**src/rtl/serial_adder.sv**
```systemverilog
// serial_adder: bit-serial WIDTH-bit adder streaming operands LSB first through one FullAdder_1bit cell.
// Defining SERIAL_ADDER_OVF_EN adds a registered two's-complement overflow output (ovf).
module FullAdder_1bit (
    input  logic a,
    input  logic b,
    input  logic cin,
    output logic sum,
    output logic cout
);
    assign sum  = a ^ b ^ cin;
    assign cout = (a & b) | (cin & (a ^ b));
endmodule

module serial_adder #(
    parameter int WIDTH = 8
) (
    input  logic             clk,
    input  logic             rst_n,
    input  logic             start,
    input  logic [WIDTH-1:0] a,
    input  logic [WIDTH-1:0] b,
    input  logic             cin,
    output logic             busy,
    output logic             done,
    output logic [WIDTH-1:0] sum,
    output logic             cout
`ifdef SERIAL_ADDER_OVF_EN
    ,
    output logic             ovf
`endif
);
    localparam int CW = WIDTH > 1 ? $clog2(WIDTH) : 1;
    typedef enum logic {IDLE, RUN} state_t;
    state_t state_q, state_d;
    logic [WIDTH-1:0] sha_q, sha_d, shb_q, shb_d, res_q, res_d, sum_q, sum_d;
    logic [CW-1:0] cnt_q, cnt_d;
    logic c_q, c_d, cout_q, cout_d, done_q, done_d;
    logic fa_s, fa_c, run, load, last;
    logic [WIDTH:0] res_sh;

    FullAdder_1bit u_fa (
        .a(sha_q[0]),
        .b(shb_q[0]),
        .cin(c_q),
        .sum(fa_s),
        .cout(fa_c)
    );

    // New sum bit enters at the MSB so bit 0 lands at the LSB after WIDTH shifts.
    assign res_sh = {fa_s, res_q};
    assign last   = cnt_q == CW'(WIDTH - 1);

    always_ff @(posedge clk or negedge rst_n) begin
        if (!rst_n) state_q <= IDLE;
        else        state_q <= state_d;
    end

    always_comb begin
        state_d = state_q == IDLE ? (start ? RUN : IDLE) : (last ? IDLE : RUN);
    end

    always_comb begin
        run    = state_q == RUN;
        load   = !run && start;
        sha_d  = load ? a : run ? sha_q >> 1 : sha_q;
        shb_d  = load ? b : run ? shb_q >> 1 : shb_q;
        c_d    = load ? cin : run ? fa_c : c_q;
        cnt_d  = load ? '0 : run ? cnt_q + 1'b1 : cnt_q;
        res_d  = run ? res_sh[WIDTH:1] : res_q;
        done_d = run && last;
        sum_d  = done_d ? res_sh[WIDTH:1] : sum_q;
        cout_d = done_d ? fa_c : cout_q;
    end

    always_ff @(posedge clk or negedge rst_n) begin
        if (!rst_n) begin
            sha_q  <= '0;
            shb_q  <= '0;
            res_q  <= '0;
            sum_q  <= '0;
            cnt_q  <= '0;
            c_q    <= 1'b0;
            cout_q <= 1'b0;
            done_q <= 1'b0;
        end else begin
            sha_q  <= sha_d;
            shb_q  <= shb_d;
            res_q  <= res_d;
            sum_q  <= sum_d;
            cnt_q  <= cnt_d;
            c_q    <= c_d;
            cout_q <= cout_d;
            done_q <= done_d;
        end
    end

    assign busy = state_q == RUN;
    assign done = done_q;
    assign sum  = sum_q;
    assign cout = cout_q;

`ifdef SERIAL_ADDER_OVF_EN
    logic ovf_q;
    // On the last bit c_q is the carry into the MSB.
    always_ff @(posedge clk or negedge rst_n) begin
        if (!rst_n)      ovf_q <= 1'b0;
        else if (done_d) ovf_q <= c_q ^ fa_c;
    end
    assign ovf = ovf_q;
`endif
endmodule

```
**config.mk**
```make
export PLATFORM = sky130hd
export DESIGN_NAME = serial_adder
export DESIGN_NICKNAME = d
export VERILOG_FILES = /design/src/rtl/serial_adder.sv
export SDC_FILE = /design/constraint.sdc
export NUM_CORES = 1
export LEC_CHECK = 0
export ABC_CLOCK_PERIOD_IN_PS = 1600
export CORE_MARGIN = 2
export CORE_UTILIZATION = 40
export CTS_BUF_LIST = sky130_fd_sc_hd__clkbuf_2 sky130_fd_sc_hd__clkbuf_4 sky130_fd_sc_hd__clkbuf_8
export DETAILED_ROUTE_END_ITERATION = 8
export PLACE_DENSITY = 0.7
export SLEW_MARGIN = 20
export SYNTH_ARGS = -nofsm -noshare
export SYNTH_HDL_FRONTEND = slang
export SYNTH_SLANG_ARGS = --single-unit
```
**constraint.sdc**
```tcl
create_clock -name clk -period 1.6 [get_ports clk]
set_input_delay 0.32 -clock clk [delete_from_list [all_inputs] [get_ports clk]]
set_output_delay 0.32 -clock clk [all_outputs]
set_load 0.01 [all_outputs]
```
==> impl_metrics.tcl, run 1 <==
set metrics [dict create \
    maxCapViolCount 0 \
    async_reset_ff_frac 1.00 \
    yosysWarnings 0 \
    end_kind "output pin" \
    synth_top_area_cell "dfrtp_1" \
    io_buffers 30 \
    pin_count 31 \
    instances_no_fill 209 \
    cts.sinks 38 \
    fin_setup_tns_ns 0 \
    min_period_over_period 0.946 \
    firstDrtPassIters 2 \
    avgSynthCellArea_um2 13.8 \
    ctsResizeCount 0 \
    cp_num_buf_inv 1 \
    status "finished clean" \
    yosysMostFrequentCell "dfrtp_1" \
    crit_family "buffers and inverters" \
    holdWs_ns 0.480 \
    max_stage_delay_ns 0.54 \
    p_per_area_nw_per_um2 1780 \
    diodes 0 \
    rsz0062_at_grt "no" \
    grt_overflow_total 0 \
    die_h_um 68.7 \
    antenna_left 0 \
    syn_area_um2 1670 \
    synth_cells 121 \
    yosysSeqAreaShare 0.568 \
    drive_gt1_frac 0.208 \
    ir_drop_mv 0.919 \
    path_clk_slew_ns 0.07 \
    synth_edf_count 0 \
    antenna_found_initial 0 \
    drt-total-wl_um 2890 \
    hp-class "flop to flop" \
    initial_core_util 0.418 \
    cts-root-buf "clkbuf_8" \
    synth_top_area_frac 0.568 \
    cts_tree "yes" \
    place_congestion 0.695 \
    setup_violations 0 \
    wl_per_cell_um 13.8 \
    hold_violations 0 \
    synth_fa_ha_area_frac 0.0269 \
    synth_compound_area_frac 0.0553 \
    clock_latency_ns 0.29 \
    fmax_mhz 660 \
    num_vias 1011 \
    synth_top_family_by_area "multiplexers" \
    slew_headroom 0.701 \
    finalNetCount 181 \
    syn_nets 144 \
    first_iter_violations 30 \
    num_rows 23 \
    cts_buffer_depth 2 \
    leakage_nw 1.03 \
    fin_worst_skew_ns 0.00610 \
    drc_errors 0 \
    synth_xor_xnor_area_share 0 \
    grt_pass1_wl_um 5030 \
    crit_path_top_delay_cell "clkdlybuf4s50_1" \
    grtUsageTotal 0.150 \
    core-area_um2 4000 \
    grt_pass1_vias 1087 \
    die_area_um2 4720 \
    crit_fanout 2 \
    area_growth_pct 27.0 \
    synth-simple-area-share 0.0524 \
    crit_path_start_kind "flop" \
    arrival_ns 1.19 \
    cts_buffers 5 \
    criticalPathCategory "flop to output pin" \
    synth.distinct_cells 17 \
    ys_top_cells_by_count "dfrtp_1, mux2i_1, nand2_1" \
    h-tree-depth 2 \
    required_ns 1.28 \
    dp_cells 200 \
    grt_max_degree 25 \
    die_x_um 68.7 \
    synth_mux_area_frac 0.251 \
    min_period_ns 1.51 \
    synth_ff_type "dfrtp_1" \
    netlist_top_cells_area "dfrtp_1, mux2_4, mux2i_1, nand2_1, mux2_2" \
    tightest_slew_ns 0.448 \
    ys_ff_latch 38 \
    vias_per_cell 4.84 \
    crit_chain "clkdlybuf4s50_1" \
    hpwl_um 2110 \
    slew_violations 0 \
]
[layer usage]
layer / global-route usage / routed length (µm) / share of wire
met2: 0.250 / 1420 / 0.49
met3: 0.0422 / 135 / 0.047
met5: 0 / 0 / 0
met4: 0.0675 / 38 / 0.013
met1: 0.179 / 1300 / 0.45
[state kept, by name (all words and copies together), names as in the netlist]
signal,count
sha_q,8
shb_q,8
sum,8
res_q,7
cnt_q,3
busy,1
c_q,1
cout,1
done,1
[final timing paths]
check,from,end,slack [ns],cells after the start
worst min register to register,sha_q[6],sha_q[5],0.48,2
min in group asynchronous,rst_n,sum[5],0.51,2
worst max-delay path,busy,busy,0.09,1
worst max register to register,cnt_q[0],sum[6],0.17,4
max in group asynchronous,rst_n,sha_q[1],0.63,3
worst min-delay path,sha_q[6],sha_q[5],0.48,2
[cell families (layout without fill, tap and decap cells)]
family	after synthesis	count (layout)
flip-flops	38	38
AND/OR/NAND/NOR	19	19
multiplexers	35	35
AO/OA/AOI/OAI	17	17
adder cells (fa/ha/maj)	3	3
buffers and inverters	9	47
[placed cells by master (no fill, tap or decap), drive strengths merged]
| cell type | Yosys | routed |
|---|---|---|
| a22o | 2 | 2 |
| buf | 6 | 7 |
| clkbuf | 1 | 7 |
| clkdlybuf4s50 | 0 | 29 |
| clkinv | 0 | 1 |
| dfrtp | 38 | 38 |
| dlygate4sd3 | 0 | 1 |
| fa | 1 | 1 |
| ha | 2 | 2 |
| inv | 2 | 2 |
| mux2 | 17 | 17 |
| mux2i | 18 | 18 |
| nand2 | 16 | 16 |
| nor2 | 3 | 3 |
| o21ai | 15 | 15 |
[what timing repair did]
item	in CTS	in global routing
buffers inserted	0	0
hold buffers	1	0
endpoints found under the hold margin	18	0
[per-stage QoR]
step	instance area [µm²]	util	power, mW	setup slack, ns
floorplan	1670	-	2.65	0.253
global placement	2020	0.505	3.03	0.135
detailed placement	2020	0.505	3.14	0.0671
CTS	2120	0.531	3.84	0.0709
global route	2120	0.531	4.08	0.0378
finish	2120	0.531	3.78	0.0858
[cell type report]
class                      count  area, µm²
clock buffer                   7       90.1
clock inverter                 1       5.00
fill                         353       1880
inverter                       2       7.51
multi-input combinational     74        646
sequential                    38        951
tap                           50       62.6
timing repair buffer          37        363
[report_power, final]
part	internal [mW]	leakage (nW)	switching (mW)
sequential	1.37	0.488	0.254
clock	0.364	0.0517	0.316
combinational	0.877	0.494	0.597
total	2.61	1.03	1.17
Note: power is estimated with default switching activity, not from simulation.
==> run 2, diff against run 1 <==
Settings changed: HOLD_SLACK_MARGIN from default to 0.1.
==> results of run 2 <==
The final DEF is identical to that of run 1; final timing and power are the same.
==> run 3, diff against run 2 <==
Settings changed: SYNTH_HIERARCHICAL from default to 1.
==> run 3 against run 2 <==
Compared with the run above: register-to-register slack barely moved; die area fell by 0.49%; combinational power fell by 4%; utilization rose by 0.25 points; worst setup slack barely moved; via count fell by 2.2%; routed wire length fell by 3.3%; critical path type unchanged; critical endpoint is now sum[6]; largest cell class unchanged; largest power group unchanged.
==> impl_metrics.tcl, run 3 <==
set metrics [dict create \
    status "finished clean" \
    core-area_um2 4000 \
    synth_edf_count 0 \
    num_rows 23 \
    yosysMostFrequentCell "dfrtp_1" \
    min_period_ns 1.51 \
    cp_num_buf_inv 1 \
    crit_path_start_kind "flop" \
    slew_violations 0 \
    yosysSeqAreaShare 0.571 \
    die_area_um2 4690 \
    min_period_over_period 0.946 \
    setup_violations 0 \
    grtUsageMet3 0.0601 \
    yosysWarnings 6 \
    p_per_area_nw_per_um2 1780 \
    async_reset_ff_frac 1.00 \
    hpwl_um 1940 \
    final_common_cell "dfrtp_1" \
    drc_errors 0 \
    maxCapViolCount 0 \
    syn_area_um2 1660 \
    synth_top_area_cell "dfrtp_1" \
    busiest_layer "met2" \
    vias_per_cell 4.82 \
    diodes 0 \
    grt_pass1_wl_um 4790 \
    io_buffers 30 \
    leakage_nw 1.02 \
    pin_count 31 \
    ir_drop_mv 1.00 \
    antenna_left 0 \
    cts_buffers 5 \
    cts_buffer_depth 2 \
    grt_pass1_vias 1025 \
    cts-root-buf "clkbuf_8" \
    met2_usage 0.231 \
    crit_cells 1 \
    netlist_top_cells_area "dfrtp_1, mux2_4, mux2i_1, nand2_1, mux2_2" \
    layout_common_cells "dfrtp_1, clkdlybuf4s50_1, mux2i_1, nand2_1, mux2_4" \
    grt_overflow_total 0 \
    firstDrtPassIters 2 \
    clock_latency_ns 0.29 \
    crit_path_top_delay_cell "clkdlybuf4s50_1" \
    hp-class "input port to asynchronous set/reset pin" \
    crit_family "buffers and inverters" \
    place_congestion 0.661 \
    area_growth_pct 28.3 \
    hold_violations 0 \
    finalNetCount 177 \
    multi_input_area_um2 641 \
    drive_gt1_frac 0.194 \
    end_kind "output pin" \
    required_ns 1.28 \
    crit_chain "clkdlybuf4s50_1" \
    fmax_mhz 661 \
    drt-total-wl_um 2800 \
    ys_ff_latch 38 \
    die_h_um 68.5 \
    syn_nets 143 \
    synth_cells 120 \
    num_vias 989 \
    path_clk_slew_ns 0.07 \
    register_area_um2 951 \
    stdcell_area_um2 2130 \
    cts_setup_buffers 0 \
    synth_ff_type "dfrtp_1" \
    fillers 346 \
    first_iter_violations 16 \
    fin_setup_tns_ns 0 \
    placed_area_um2 2010 \
    synth.distinct_cells 18 \
    synth_top_area_frac 0.571 \
    arrival_ns 1.19 \
    h-tree-depth 2 \
    rsz0062_at_grt "no" \
    reg2reg_depth 4 \
    grtUsageMet1 0.174 \
    slew_headroom 0.724 \
    crit_fanout 2 \
    tightest_slew_ns 0.413 \
    wl_per_cell_um 13.6 \
    initial_core_util 0.416 \
    ys_top_cells_by_count "dfrtp_1, mux2i_1, nand2_1" \
    die_x_um 68.5 \
    avgSynthCellArea_um2 13.9 \
    grtUsageTotal 0.144 \
    cts_tree "yes" \
    antenna_found_initial 0 \
    cts.sinks 38 \
    grt_max_degree 46 \
    fin_worst_skew_ns 0.00483 \
    max_stage_delay_ns 0.54 \
    criticalPathCategory "flop to output pin" \
]
run 3: cell count changes after synthesis, sizes merged:
cell / before / now
a21oi: 0 / 1
mux2i: 18 / 17
inv: 2 / 1
run 3: metrics by stage:
stage / utilization / hold slack [ns] / worst slack, ns / total power [mW] / cells
finish: 0.534 / 0.492 / 0.0863 / 3.80 / 205
global route: 0.534 / 0.519 / 0.0255 / 4.11 / 205
CTS: 0.533 / 0.492 / 0.000603 / 3.87 / 205
detailed placement: 0.503 / 0.274 / 0.131 / 3.06 / 196
global placement: 0.503 / 0.268 / 0.171 / 2.97 / 196
floorplan: - / 0.0244 / 0.241 / 2.58 / 120
run 3: cell type report:
class | instances | area share
Sequential cell | 38 | 0.445
Multi-Input combinational cell | 74 | 0.300
Timing Repair Buffer | 34 | 0.172
Clock buffer | 5 | 0.0322
Tap cell | 50 | 0.0293
Clock inverter | 3 | 0.0188
Inverter | 1 | 0.00176
run 3: kinds of logic (layout without fill, tap and decap cells):
kind of cell / after synthesis / count (layout) / share of synthesized area
AOI/OAI and AO/OA: 18 / 18 / 0.0586
adders and majority gates: 3 / 3 / 0.0271
buffers and inverters: 8 / 43 / 0.0436
DFF: 38 / 38 / 0.571
muxes: 34 / 34 / 0.247
and+or+nand+nor: 19 / 19 / 0.0526
run 3: routing by layer:
layer,part of all wire,vias to the layer above
met2,0.47,29
met1,0.46,476
met3,0.060,3
met4,0.015,0
met5,0,-
li1,-,481
run 3: final timing paths:
path | start | slack [ns] | end
max in group asynchronous | rst_n | 0.66 | sha_q[2]
worst max register to register | cnt_q[0] | 0.16 | sum[3]
worst max-delay path | sum[6] | 0.09 | sum[6]
min in group clk | sha_q[2] | 0.49 | sha_q[1]
worst min register to register | sha_q[2] | 0.49 | sha_q[1]
worst min-delay path | rst_n | 0.49 | res_q[5]
run 3: power by group:
part / internal [mW] / switching [mW] / total (mW)
Combinational: 0.859 / 0.555 / 1.41
Sequential: 1.36 / 0.241 / 1.60
Clock: 0.458 / 0.331 / 0.790
run 3: what timing repair did:
item | in CTS | in global routing
hold buffers | 1 | 0
resized for setup | 0 | 1
setup endpoints to repair | 0 | 1
endpoints found under the hold margin | 17 | 0
